--- src/rtl/decode_stage_hs_pkg.sv ---
// decode_stage_hs_pkg: opcode/func constants, class codes and the per-instruction decode function.
// Shared by the decode stage top and its testbench-visible interface.
package decode_stage_hs_pkg;

    localparam logic [5:0] OP_R     = 6'h00;
    localparam logic [5:0] OP_J     = 6'h02;
    localparam logic [5:0] OP_JAL   = 6'h03;
    localparam logic [5:0] OP_BEQ   = 6'h04;
    localparam logic [5:0] OP_BNE   = 6'h05;
    localparam logic [5:0] OP_ADDI  = 6'h08;
    localparam logic [5:0] OP_ADDIU = 6'h09;
    localparam logic [5:0] OP_SLTI  = 6'h0A;
    localparam logic [5:0] OP_ANDI  = 6'h0C;
    localparam logic [5:0] OP_ORI   = 6'h0D;
    localparam logic [5:0] OP_XORI  = 6'h0E;
    localparam logic [5:0] OP_LUI   = 6'h0F;
    localparam logic [5:0] OP_LW    = 6'h23;
    localparam logic [5:0] OP_SW    = 6'h2B;
    localparam logic [5:0] FN_JR    = 6'h08;

    typedef enum logic [1:0] {
        CLS_R   = 2'd0,
        CLS_I   = 2'd1,
        CLS_J   = 2'd2,
        CLS_ILL = 2'd3
    } cls_e;

    // Width-independent part of the decoded bundle; imm and pc are appended by the top.
    typedef struct packed {
        logic [5:0]  opcode;
        logic [4:0]  rs;
        logic [4:0]  rt;
        logic [4:0]  rd;
        logic [5:0]  func;
        logic [25:0] jtarget;
        logic [4:0]  wdst;
        logic        wr_en;
        cls_e        cls;
        logic        illegal;
    } dec_t;

    function automatic logic is_zext(input logic [5:0] op);
        return op == OP_ANDI || op == OP_ORI || op == OP_XORI;
    endfunction

    function automatic dec_t decode(input logic [31:0] instr, input logic [4:0] link);
        dec_t d;
        logic [5:0] op;
        logic wr;
        op = instr[31:26];
        d.opcode = op;
        d.rs = instr[25:21];
        d.rt = instr[20:16];
        d.rd = instr[15:11];
        d.func = instr[5:0];
        d.jtarget = instr[25:0];
        d.cls = CLS_ILL;
        wr = 1'b0;
        case (op)
            OP_R: begin
                d.cls = CLS_R;
                wr = instr[5:0] != FN_JR;
            end
            OP_J: d.cls = CLS_J;
            OP_JAL: begin
                d.cls = CLS_J;
                wr = 1'b1;
            end
            OP_BEQ, OP_BNE, OP_SW: d.cls = CLS_I;
            OP_ADDI, OP_ADDIU, OP_SLTI, OP_ANDI, OP_ORI, OP_XORI, OP_LUI, OP_LW: begin
                d.cls = CLS_I;
                wr = 1'b1;
            end
            default: d.cls = CLS_ILL;
        endcase
        d.wdst = op == OP_R ? instr[15:11] : op == OP_JAL ? link : instr[20:16];
        d.illegal = d.cls == CLS_ILL;
        // Register 0 is hard-wired, so a write to it is suppressed here.
        d.wr_en = wr && d.wdst != 5'd0;
        return d;
    endfunction

endpackage

--- src/rtl/decode_stage_hs_if.sv ---
// decode_stage_hs_if: fetch-side and consumer-side handshake bundle of the decode stage.
// master drives instructions/out_ready/flush; slave is the decode stage.
interface decode_stage_hs_if #(
    parameter int XLEN  = 32,
    parameter int TAG_W = 32
);
    logic             flush;
    logic             in_valid;
    logic             in_ready;
    logic [31:0]      in_instr;
    logic [TAG_W-1:0] in_pc;
    logic             out_valid;
    logic             out_ready;
    logic [5:0]       out_opcode;
    logic [4:0]       out_rs;
    logic [4:0]       out_rt;
    logic [4:0]       out_rd;
    logic [5:0]       out_func;
    logic [25:0]      out_jtarget;
    logic [XLEN-1:0]  out_imm;
    logic [4:0]       out_wdst;
    logic             out_wr_en;
    logic [1:0]       out_class;
    logic             out_illegal;
    logic [TAG_W-1:0] out_pc;

    modport master (
        output flush, in_valid, in_instr, in_pc, out_ready,
        input  in_ready, out_valid, out_opcode, out_rs, out_rt, out_rd, out_func,
               out_jtarget, out_imm, out_wdst, out_wr_en, out_class, out_illegal, out_pc
    );

    modport slave (
        input  flush, in_valid, in_instr, in_pc, out_ready,
        output in_ready, out_valid, out_opcode, out_rs, out_rt, out_rd, out_func,
               out_jtarget, out_imm, out_wdst, out_wr_en, out_class, out_illegal, out_pc
    );
endinterface

--- src/rtl/decode_skid_buf.sv ---
// decode_skid_buf: generic 2-entry valid/ready register stage (main + skid) of width W.
// in_ready depends only on the skid register and flush, never on out_ready.
module decode_skid_buf #(
    parameter int W = 8
) (
    input  logic         clk,
    input  logic         rst_n,
    input  logic         flush,
    input  logic         in_valid,
    output logic         in_ready,
    input  logic [W-1:0] in_data,
    output logic         out_valid,
    input  logic         out_ready,
    output logic [W-1:0] out_data
);
    logic         main_v_q, main_v_d, skid_v_q, skid_v_d;
    logic [W-1:0] main_q, main_d, skid_q, skid_d;
    logic         push, load_main;

    always_comb begin
        in_ready = !skid_v_q && !flush;
        push = in_valid && in_ready;
        load_main = !main_v_q || out_ready;
        main_v_d = flush ? 1'b0 : load_main ? (skid_v_q || push) : main_v_q;
        main_d = load_main ? (skid_v_q ? skid_q : in_data) : main_q;
        // The skid register only fills when the main register is stuck holding.
        skid_v_d = flush ? 1'b0 : skid_v_q ? !load_main : (push && !load_main);
        skid_d = (!skid_v_q && push && !load_main) ? in_data : skid_q;
    end

    always_ff @(posedge clk or negedge rst_n) begin
        if (!rst_n) begin
            main_v_q <= 1'b0;
            skid_v_q <= 1'b0;
            main_q <= '0;
            skid_q <= '0;
        end else begin
            main_v_q <= main_v_d;
            skid_v_q <= skid_v_d;
            main_q <= main_d;
            skid_q <= skid_d;
        end
    end

    assign out_valid = main_v_q;
    assign out_data = main_q;
endmodule

--- src/rtl/decode_stage_hs.sv ---
// decode_stage_hs: valid/ready instruction-decode stage (field slicing, imm extension, wdst, illegal).
// Define DECODE_SKID_EN for a 2-entry skid buffer with a registered in_ready.
module decode_stage_hs
    import decode_stage_hs_pkg::*;
#(
    parameter int XLEN     = 32,
    parameter int LINK_REG = 31,
    parameter int TAG_W    = 32
) (
    input logic             clk,
    input logic             rst_n,
    decode_stage_hs_if.slave bus
);
    localparam int W = $bits(dec_t) + XLEN + TAG_W;

    dec_t            dec, o;
    logic [XLEN-1:0] imm;
    logic [W-1:0]    in_bundle, out_bundle;

    always_comb begin
        dec = decode(bus.in_instr, 5'(LINK_REG));
        imm = is_zext(bus.in_instr[31:26]) ? {{(XLEN-16){1'b0}}, bus.in_instr[15:0]}
                                           : {{(XLEN-16){bus.in_instr[15]}}, bus.in_instr[15:0]};
        in_bundle = {dec, imm, bus.in_pc};
    end

`ifdef DECODE_SKID_EN
    decode_skid_buf #(.W(W)) u_buf (
        .clk       (clk),
        .rst_n     (rst_n),
        .flush     (bus.flush),
        .in_valid  (bus.in_valid),
        .in_ready  (bus.in_ready),
        .in_data   (in_bundle),
        .out_valid (bus.out_valid),
        .out_ready (bus.out_ready),
        .out_data  (out_bundle)
    );
`else
    logic         valid_q, valid_d;
    logic [W-1:0] bundle_q, bundle_d;
    logic         push;

    always_comb begin
        bus.in_ready = (!valid_q || bus.out_ready) && !bus.flush;
        push = bus.in_valid && bus.in_ready;
        valid_d = bus.flush ? 1'b0 : push || (valid_q && !bus.out_ready);
        bundle_d = push ? in_bundle : bundle_q;
    end

    always_ff @(posedge clk or negedge rst_n) begin
        if (!rst_n) begin
            valid_q <= 1'b0;
            bundle_q <= '0;
        end else begin
            valid_q <= valid_d;
            bundle_q <= bundle_d;
        end
    end

    assign bus.out_valid = valid_q;
    assign out_bundle = bundle_q;
`endif

    assign {o, bus.out_imm, bus.out_pc} = out_bundle;
    assign bus.out_opcode = o.opcode;
    assign bus.out_rs = o.rs;
    assign bus.out_rt = o.rt;
    assign bus.out_rd = o.rd;
    assign bus.out_func = o.func;
    assign bus.out_jtarget = o.jtarget;
    assign bus.out_wdst = o.wdst;
    assign bus.out_wr_en = o.wr_en;
    assign bus.out_class = o.cls;
    assign bus.out_illegal = o.illegal;
endmodule

--- src/flat_wrapper.sv ---
// flat-port wrapper written by rule: the top's interface ports become plain ports
module decode_stage_hs_flat import decode_stage_hs_pkg::*;
#(
    parameter int XLEN     = 32,
    parameter int LINK_REG = 31,
    parameter int TAG_W    = 32
)
  (clk, rst_n, bus_flush, bus_in_valid, bus_in_instr, bus_in_pc, bus_out_ready, bus_in_ready, bus_out_valid, bus_out_opcode, bus_out_rs, bus_out_rt, bus_out_rd, bus_out_func, bus_out_jtarget, bus_out_imm, bus_out_wdst, bus_out_wr_en, bus_out_class, bus_out_illegal, bus_out_pc);
  decode_stage_hs_if #(.XLEN(XLEN), .TAG_W(TAG_W)) bus_i ();
  input logic clk;
  input logic rst_n;
  input wire logic [$bits(bus_i.flush)-1:0] bus_flush;
  input wire logic [$bits(bus_i.in_valid)-1:0] bus_in_valid;
  input wire logic [$bits(bus_i.in_instr)-1:0] bus_in_instr;
  input wire logic [$bits(bus_i.in_pc)-1:0] bus_in_pc;
  input wire logic [$bits(bus_i.out_ready)-1:0] bus_out_ready;
  output wire logic [$bits(bus_i.in_ready)-1:0] bus_in_ready;
  output wire logic [$bits(bus_i.out_valid)-1:0] bus_out_valid;
  output wire logic [$bits(bus_i.out_opcode)-1:0] bus_out_opcode;
  output wire logic [$bits(bus_i.out_rs)-1:0] bus_out_rs;
  output wire logic [$bits(bus_i.out_rt)-1:0] bus_out_rt;
  output wire logic [$bits(bus_i.out_rd)-1:0] bus_out_rd;
  output wire logic [$bits(bus_i.out_func)-1:0] bus_out_func;
  output wire logic [$bits(bus_i.out_jtarget)-1:0] bus_out_jtarget;
  output wire logic [$bits(bus_i.out_imm)-1:0] bus_out_imm;
  output wire logic [$bits(bus_i.out_wdst)-1:0] bus_out_wdst;
  output wire logic [$bits(bus_i.out_wr_en)-1:0] bus_out_wr_en;
  output wire logic [$bits(bus_i.out_class)-1:0] bus_out_class;
  output wire logic [$bits(bus_i.out_illegal)-1:0] bus_out_illegal;
  output wire logic [$bits(bus_i.out_pc)-1:0] bus_out_pc;
  assign bus_i.flush = bus_flush;
  assign bus_i.in_valid = bus_in_valid;
  assign bus_i.in_instr = bus_in_instr;
  assign bus_i.in_pc = bus_in_pc;
  assign bus_i.out_ready = bus_out_ready;
  assign bus_in_ready = bus_i.in_ready;
  assign bus_out_valid = bus_i.out_valid;
  assign bus_out_opcode = bus_i.out_opcode;
  assign bus_out_rs = bus_i.out_rs;
  assign bus_out_rt = bus_i.out_rt;
  assign bus_out_rd = bus_i.out_rd;
  assign bus_out_func = bus_i.out_func;
  assign bus_out_jtarget = bus_i.out_jtarget;
  assign bus_out_imm = bus_i.out_imm;
  assign bus_out_wdst = bus_i.out_wdst;
  assign bus_out_wr_en = bus_i.out_wr_en;
  assign bus_out_class = bus_i.out_class;
  assign bus_out_illegal = bus_i.out_illegal;
  assign bus_out_pc = bus_i.out_pc;
  decode_stage_hs #(.XLEN(XLEN), .LINK_REG(LINK_REG), .TAG_W(TAG_W)) u_core (.clk(clk), .rst_n(rst_n), .bus(bus_i));
endmodule
--- config.mk ---
export PLATFORM = sky130hd
export DESIGN_NAME = decode_stage_hs_flat
export DESIGN_NICKNAME = d
export VERILOG_FILES = /design/src/rtl/decode_stage_hs_pkg.sv /design/src/rtl/decode_stage_hs_if.sv /design/src/rtl/decode_skid_buf.sv /design/src/rtl/decode_stage_hs.sv /design/src/flat_wrapper.sv
export SDC_FILE = /design/constraint.sdc
export NUM_CORES = 1
export LEC_CHECK = 0
export BUFFER_PORTS_ARGS = -buffer_cell sky130_fd_sc_hd__buf_2
export CORE_AREA = 2 2 96 98
export CTS_CLUSTER_DIAMETER = 80
export DETAILED_ROUTE_END_ITERATION = 7
export DIE_AREA = 0 0 98 100
export PLACE_DENSITY = 0.83
export SLEW_MARGIN = 20
export SYNTH_ARGS = -nofsm -noshare
export SYNTH_HDL_FRONTEND = slang
export SYNTH_HIERARCHICAL = 1
export SYNTH_SLANG_ARGS = --single-unit
--- constraint.sdc ---
create_clock -name clk -period 1.2 [get_ports clk]
set_input_delay 0.24 -clock clk [delete_from_list [all_inputs] [get_ports clk]]
set_output_delay 0.24 -clock clk [all_outputs]
set_load 0.01 [all_outputs]
Yosys cells after proc, flatten, opt, wreduce, memory -nomap -nowiden
Index checks and enable logic that the tools add are counted.
{"block": "word_totals", "reg_bits": 127, "latch_bits": 0, "ramBits": 0, "romBits": 0, "in_bits": 69, "out_inout_bits": 128, "memories": 0}
{"block": "classes", "add_sub_neg": 0, "multipliers": 0, "n_div": 0, "n_lt_le_gt_ge": 0, "n_eq_ne": 15, "n_shift": 0, "n_mux": 6, "n_bitwise": 0, "reduce_logical": 16}
{"operator": "6-bit by 4-bit == test with 1-bit output (second input constant)", "count": 7}
{"operator": "32-bit 2-to-1 mux", "count": 1}
{"operator": "6-bit by 2-bit == test with 1-bit output (second input constant)", "count": 2}
{"operator": "6-bit by 3-bit == test with 1-bit output (second input constant)", "count": 2}
{"operator": "6-bit == test (second input constant)", "count": 2}
{"operator": "11-bit OR reduction", "count": 1}
{"operator": "5-bit 2-to-1 mux", "count": 2}
{"operator": "9-bit OR reduction", "count": 1}
{"operator": "6-bit logical NOT", "count": 1}
{"operator": "6-bit by 4-bit != test with 1-bit output (second input constant)", "count": 1}
{"operator": "2-bit one-hot mux with 3 select lines", "count": 1}
{"operator": "5-bit nonzero test", "count": 1}
{"operator": "1-bit logical AND", "count": 4}
{"operator": "1-bit logical OR", "count": 4}
{"operator": "1-bit logical NOT", "count": 3}
{"operator": "2-bit == test (second input constant)", "count": 1}
{"operator": "1-bit one-hot mux with 2 select lines", "count": 1}
{"operator": "2-bit OR reduction", "count": 1}
{"operator": "1-bit 2-to-1 mux", "count": 1}

Depth between registers and ports, before layout
{"block": "logic_depth", "ltp_word": 6, "ltp_mapped": 8}

Worst setup path before layout
Ideal clock, no wire load.
{"block": "synth_path", "path_kind": "reg2reg", "start": "register u_core.valid_q, in the netlist u_core/bus.out_valid", "end": "register u_core.bundle_q[0]", "t_arrival_ps": 1523, "t_required_ps": 1135, "setup_slack_ps": -389, "stages_incl_launch_ff": 9, "synth_period_minus_slack_ps": 1589, "path_cell_list": "dfrtp_1 > nor2b_1 > nor2_1 > and2_1 > clkbuf_1 > buf_2 > buf_2 > nand2_1 > nand2_1"}
{"block": "synth_between", "elab_chain_cells": 4}
{"element": "from (decl)", "line": "decode_stage_hs.sv:40", "source": "logic valid_q, valid_d;"}
{"element": "from (signal assigned)", "line": "decode_stage_hs.sv:56", "source": "valid_q <= valid_d;"}
{"element": "1-bit logical NOT", "line": "decode_stage_hs.sv:45", "source": "bus.in_ready = (!valid_q || bus.out_ready) && !bus.flush;"}
{"element": "1-bit logical OR", "line": "decode_stage_hs.sv:45"}
{"element": "1-bit logical AND", "line": "decode_stage_hs.sv:45"}
{"element": "named net bus_in_ready", "line": "flat_wrapper.sv:17", "source": "output wire logic [$bits(bus_i.in_ready)-1:0] bus_in_ready;"}
{"element": "1-bit logical AND", "line": "decode_stage_hs.sv:46", "source": "push = bus.in_valid && bus.in_ready;"}
{"element": "to (signal assigned)", "line": "decode_stage_hs.sv:57", "source": "bundle_q <= bundle_d;"}
{"element": "to (decl)", "line": "decode_stage_hs.sv:41", "source": "logic [W-1:0] bundle_q, bundle_d;"}
The timed path passes the listed nets, and every way through them passes these cells.
A chain may end at the register's enable or synchronous reset.

Worst setup path after layout
{"block": "layout_path", "start": "register u_core.valid_q, in the netlist u_core/bus.out_valid", "end": "register u_core.bundle_q[109]"}
{"block": "layout_between", "elab_chain_cells": 4}
{"element": "1-bit logical NOT", "line": "decode_stage_hs.sv:45"}
{"element": "1-bit logical OR", "line": "decode_stage_hs.sv:45"}
{"element": "1-bit logical AND", "line": "decode_stage_hs.sv:45"}
{"element": "1-bit logical AND", "line": "decode_stage_hs.sv:46"}
Every way passes these cells.

==> results.py <==
metrics = {
    "global_routing": {
        "overflow": 0,
        "antenna_found_initial": 0,
        "grt_max_degree": 44,
        "grt_pass1_vias": 2907,
        "grt_pass1_wl_um": 13900,
        "grt_use_total_pct": 17.9,
    },
    "cells_and_area": {
        "num_antenna_cells": 0,
        "area_growth_pct": 50.3,
        "drive_above_1_share_pct": 48.6,
        "final_nets": 642,
    },
    "yosys": {
        "synth_cells": 389,
        "yosysTopAreaCellShare_pct": 55.4,
        "syn-num-nets": 458,
        "synth.most_common_cell": "nand2_1",
        "synthArstFlopShare_pct": 100,
        "synth_commonest_cells": "nand2_1, dfrtp_1, buf_4",
        "ys_types": 29,
        "synthTopCellsByArea": "dfrtp_1, nand2_1, buf_4",
        "seq_area_frac_synth_pct": 55.4,
        "yosysWarnings": 6,
        "syn_avg_cell_area_sq_um": 8.72,
        "synth.cell_area_sq_um": 3390,
        "yosysTopAreaCell": "dfrtp_1",
        "synth.ff_latch_count": 75,
        "ys.flop_type": "dfrtp_1",
        "synth_edf_count": 0,
    },
    "timing": {
        "rsz0062_at_grt": "true",
        "slew-limit-headroom_pct": 68.8,
        "setup_viol": 91,
        "finalMaxSlewViolations": 0,
        "fin_skew_ns": 0.00640,
        "fmax_mhz": 715,
        "layout_setup_ws_ns": -0.199,
        "fin_crit_sh_pct": 117,
        "whs_ns": 0.0807,
        "tightest_slew_ns": 0.468,
        "min_period_ns": 1.40,
        "finalHoldViolations": 0,
    },
    "setup_path": {
        "cp-start-kind": "flop",
        "crit_path_end_kind": "flop",
        "reg2reg_to": "u_core/bundle_q[109]",
        "cp_top_family": "simple AND/OR/NAND/NOR gates",
        "worst_path_largest_cell_delay_ns": 0.38,
        "path_buf_inv": 3,
        "cp_slowest_cell": "dfrtp_1",
        "crit_type": "flop to flop",
        "required_ns": 1.43,
        "path_cells": "nor2b_4 -> nor2_4 -> buf_6 -> buf_6 -> nand2_8 -> clkbuf_16 -> nand2_1 -> nand2_1",
        "arrival_ns": 1.63,
        "r2r-start": "u_core/bus.out_valid",
        "r2r_cells": 8,
        "crit_path_max_fanout": 6,
        "regToRegSetupSlack_ns": -0.20,
    },
    "detailed_routing": {
        "drtIter0Drc": 133,
        "vias_per_cell": 4.75,
        "finalWirelength_um": 10700,
        "vias": 3270,
        "drtAntennaViolNets": 0,
        "wire_per_inst_um": 15.5,
        "firstDrtPassIters": 4,
        "route.detailed.drc": 0,
    },
    "die": {
        "die_area_sq_um": 9800,
        "io_pins": 197,
        "die_h_um": 100,
        "initial_core_util_pct": 38.1,
        "num_rows": 35,
        "fp.coreArea_sq_um": 8890,
        "chipWidth_um": 98,
    },
    "placed_design": {
        "dpl_worst_slack_ns": -0.405,
        "io_buffer_count": 196,
        "place_congestion": 0.754,
        "dpl.hpwl_um": 6440,
    },
    "power_and_ir_drop": {
        "power.total_mw": 7.44,
        "p_per_area_nw_per_um2": 1460,
        "worst_ir_drop_vdd_mv": 0.629,
        "p_leak_nw": 2.90,
    },
    "clock_tree": {
        "clockBufferDepth": 2,
        "clock-sinks": 75,
        "clk_pin_slew_ns": 0.08,
        "htreeDepth": 3,
        "cts_inserted_buffers": 9,
        "cts_root_buffer": "clkbuf_8",
        "cts_tree": "done",
        "insertion_delay_ns": 0.34,
    },
    "min_path": {
        "holdPathStages": 3,
        "hold_path_class": "primary input to flop",
        "whs_endpoint": "u_core/bundle_q[83]",
        "hp-start": "bus_in_instr[10]",
    },
    "run_status": {
        "status": "finished with violations",
        "violations": "negative setup slack",
    },
    "run": {
        "max-cap-violations": 0,
    },
}
-- logic make-up after synthesis --
family | share of synthesized area [%]
and+or+nand+nor | 25.1
xor gates and xnor gates | 0.258
AOI/OAI and AO/OA | 5.06
buffers and inverters | 13.8
DFF | 55.4
muxes | 0.443
-- per-stage QoR --
step	area [sq um]	setup TNS, ns	util (%)	std cells
finish	5090	-13.02	57.3	689
floorplan	3460	-7.93	-	389
global route	5090	-20.21	57.3	689
CTS	4640	-11.67	52.2	670
global placement	4300	-8.13	48.4	649
detailed placement	4300	-11.06	48.4	649
-- layer usage --
| layer | track usage [%] | routed length, um | up-vias |
|---|---|---|---|
| met5 | 0 | 0 | - |
| met4 | 6.09 | 111 | 0 |
| met3 | 5.57 | 762 | 10 |
| met2 | 31.3 | 5530 | 160 |
| met1 | 20.8 | 4300 | 1564 |
| li1 | - | - | 1536 |
-- registers in the layout (all words and copies together) (netlist names) --
| name | cells |
|---|---|
| u_core/bus.out_valid | 1 |
| u_core/bundle_q | 74 |
-- worst max path at each step --
stage	start	endpoint	slack [ns]	cells past startpoint
after global placement	bus_in_instr[2]	u_core/bundle_q[67]	-0.33	5
after floorplan	u_core/bus.out_valid	u_core/bundle_q[67]	-0.15	7
final	u_core/bus.out_valid	u_core/bundle_q[109]	-0.20	8
after global routing	u_core/bus.out_valid	bus_in_ready	-0.28	4
after detailed placement	bus_in_instr[30]	u_core/bundle_q[67]	-0.41	6
after CTS	u_core/bus.out_valid	bus_in_ready	-0.22	4
-- report_power, final --
group / leakage [nW] / internal [mW] / switching [mW]
Combinational: 1.86 / 0.998 / 1.12
Clock: 0.114 / 1.19 / 1.00
Sequential: 0.925 / 2.89 / 0.243
Total: 2.90 / 5.08 / 2.37
-- cell type report --
cell class	instances	area, sq um
multi-input cells	245	1160
well taps	111	139
inverters	2	7.51
repair buffers	240	1690
clock inverters	7	100
fillers	791	3790
clock buffers	9	124
flip-flops and latches	75	1880
-- worst register-to-register path: cells and delay by family, from the launching register on --
family | cells | cell delay [ns]
buf+inv | 3 | 0.42
flops | 1 | 0.38
simple gates | 5 | 0.48
-- cell usage in the layout (no fill, tap or decap), drive strengths merged, types with 2 or more instances in the layout --
cell type / n
buf: 231
inv: 3
nand2: 203
o22ai: 6
nor2: 3
dfrtp: 75
bufinv: 2
clkbuf: 17
o21ai: 12
clkinv: 4
o32ai: 2
and2: 3
-- timing repair --
action,4_1_cts,5_1_grt
buffers inserted,4,5
hold buffers,1,0
pin swaps,1,5
endpoints found under the setup margin,91,113
endpoints found under the hold margin,75,0
cloned,0,14
resized for setup,17,38
(Power assumes the default switching activity.)
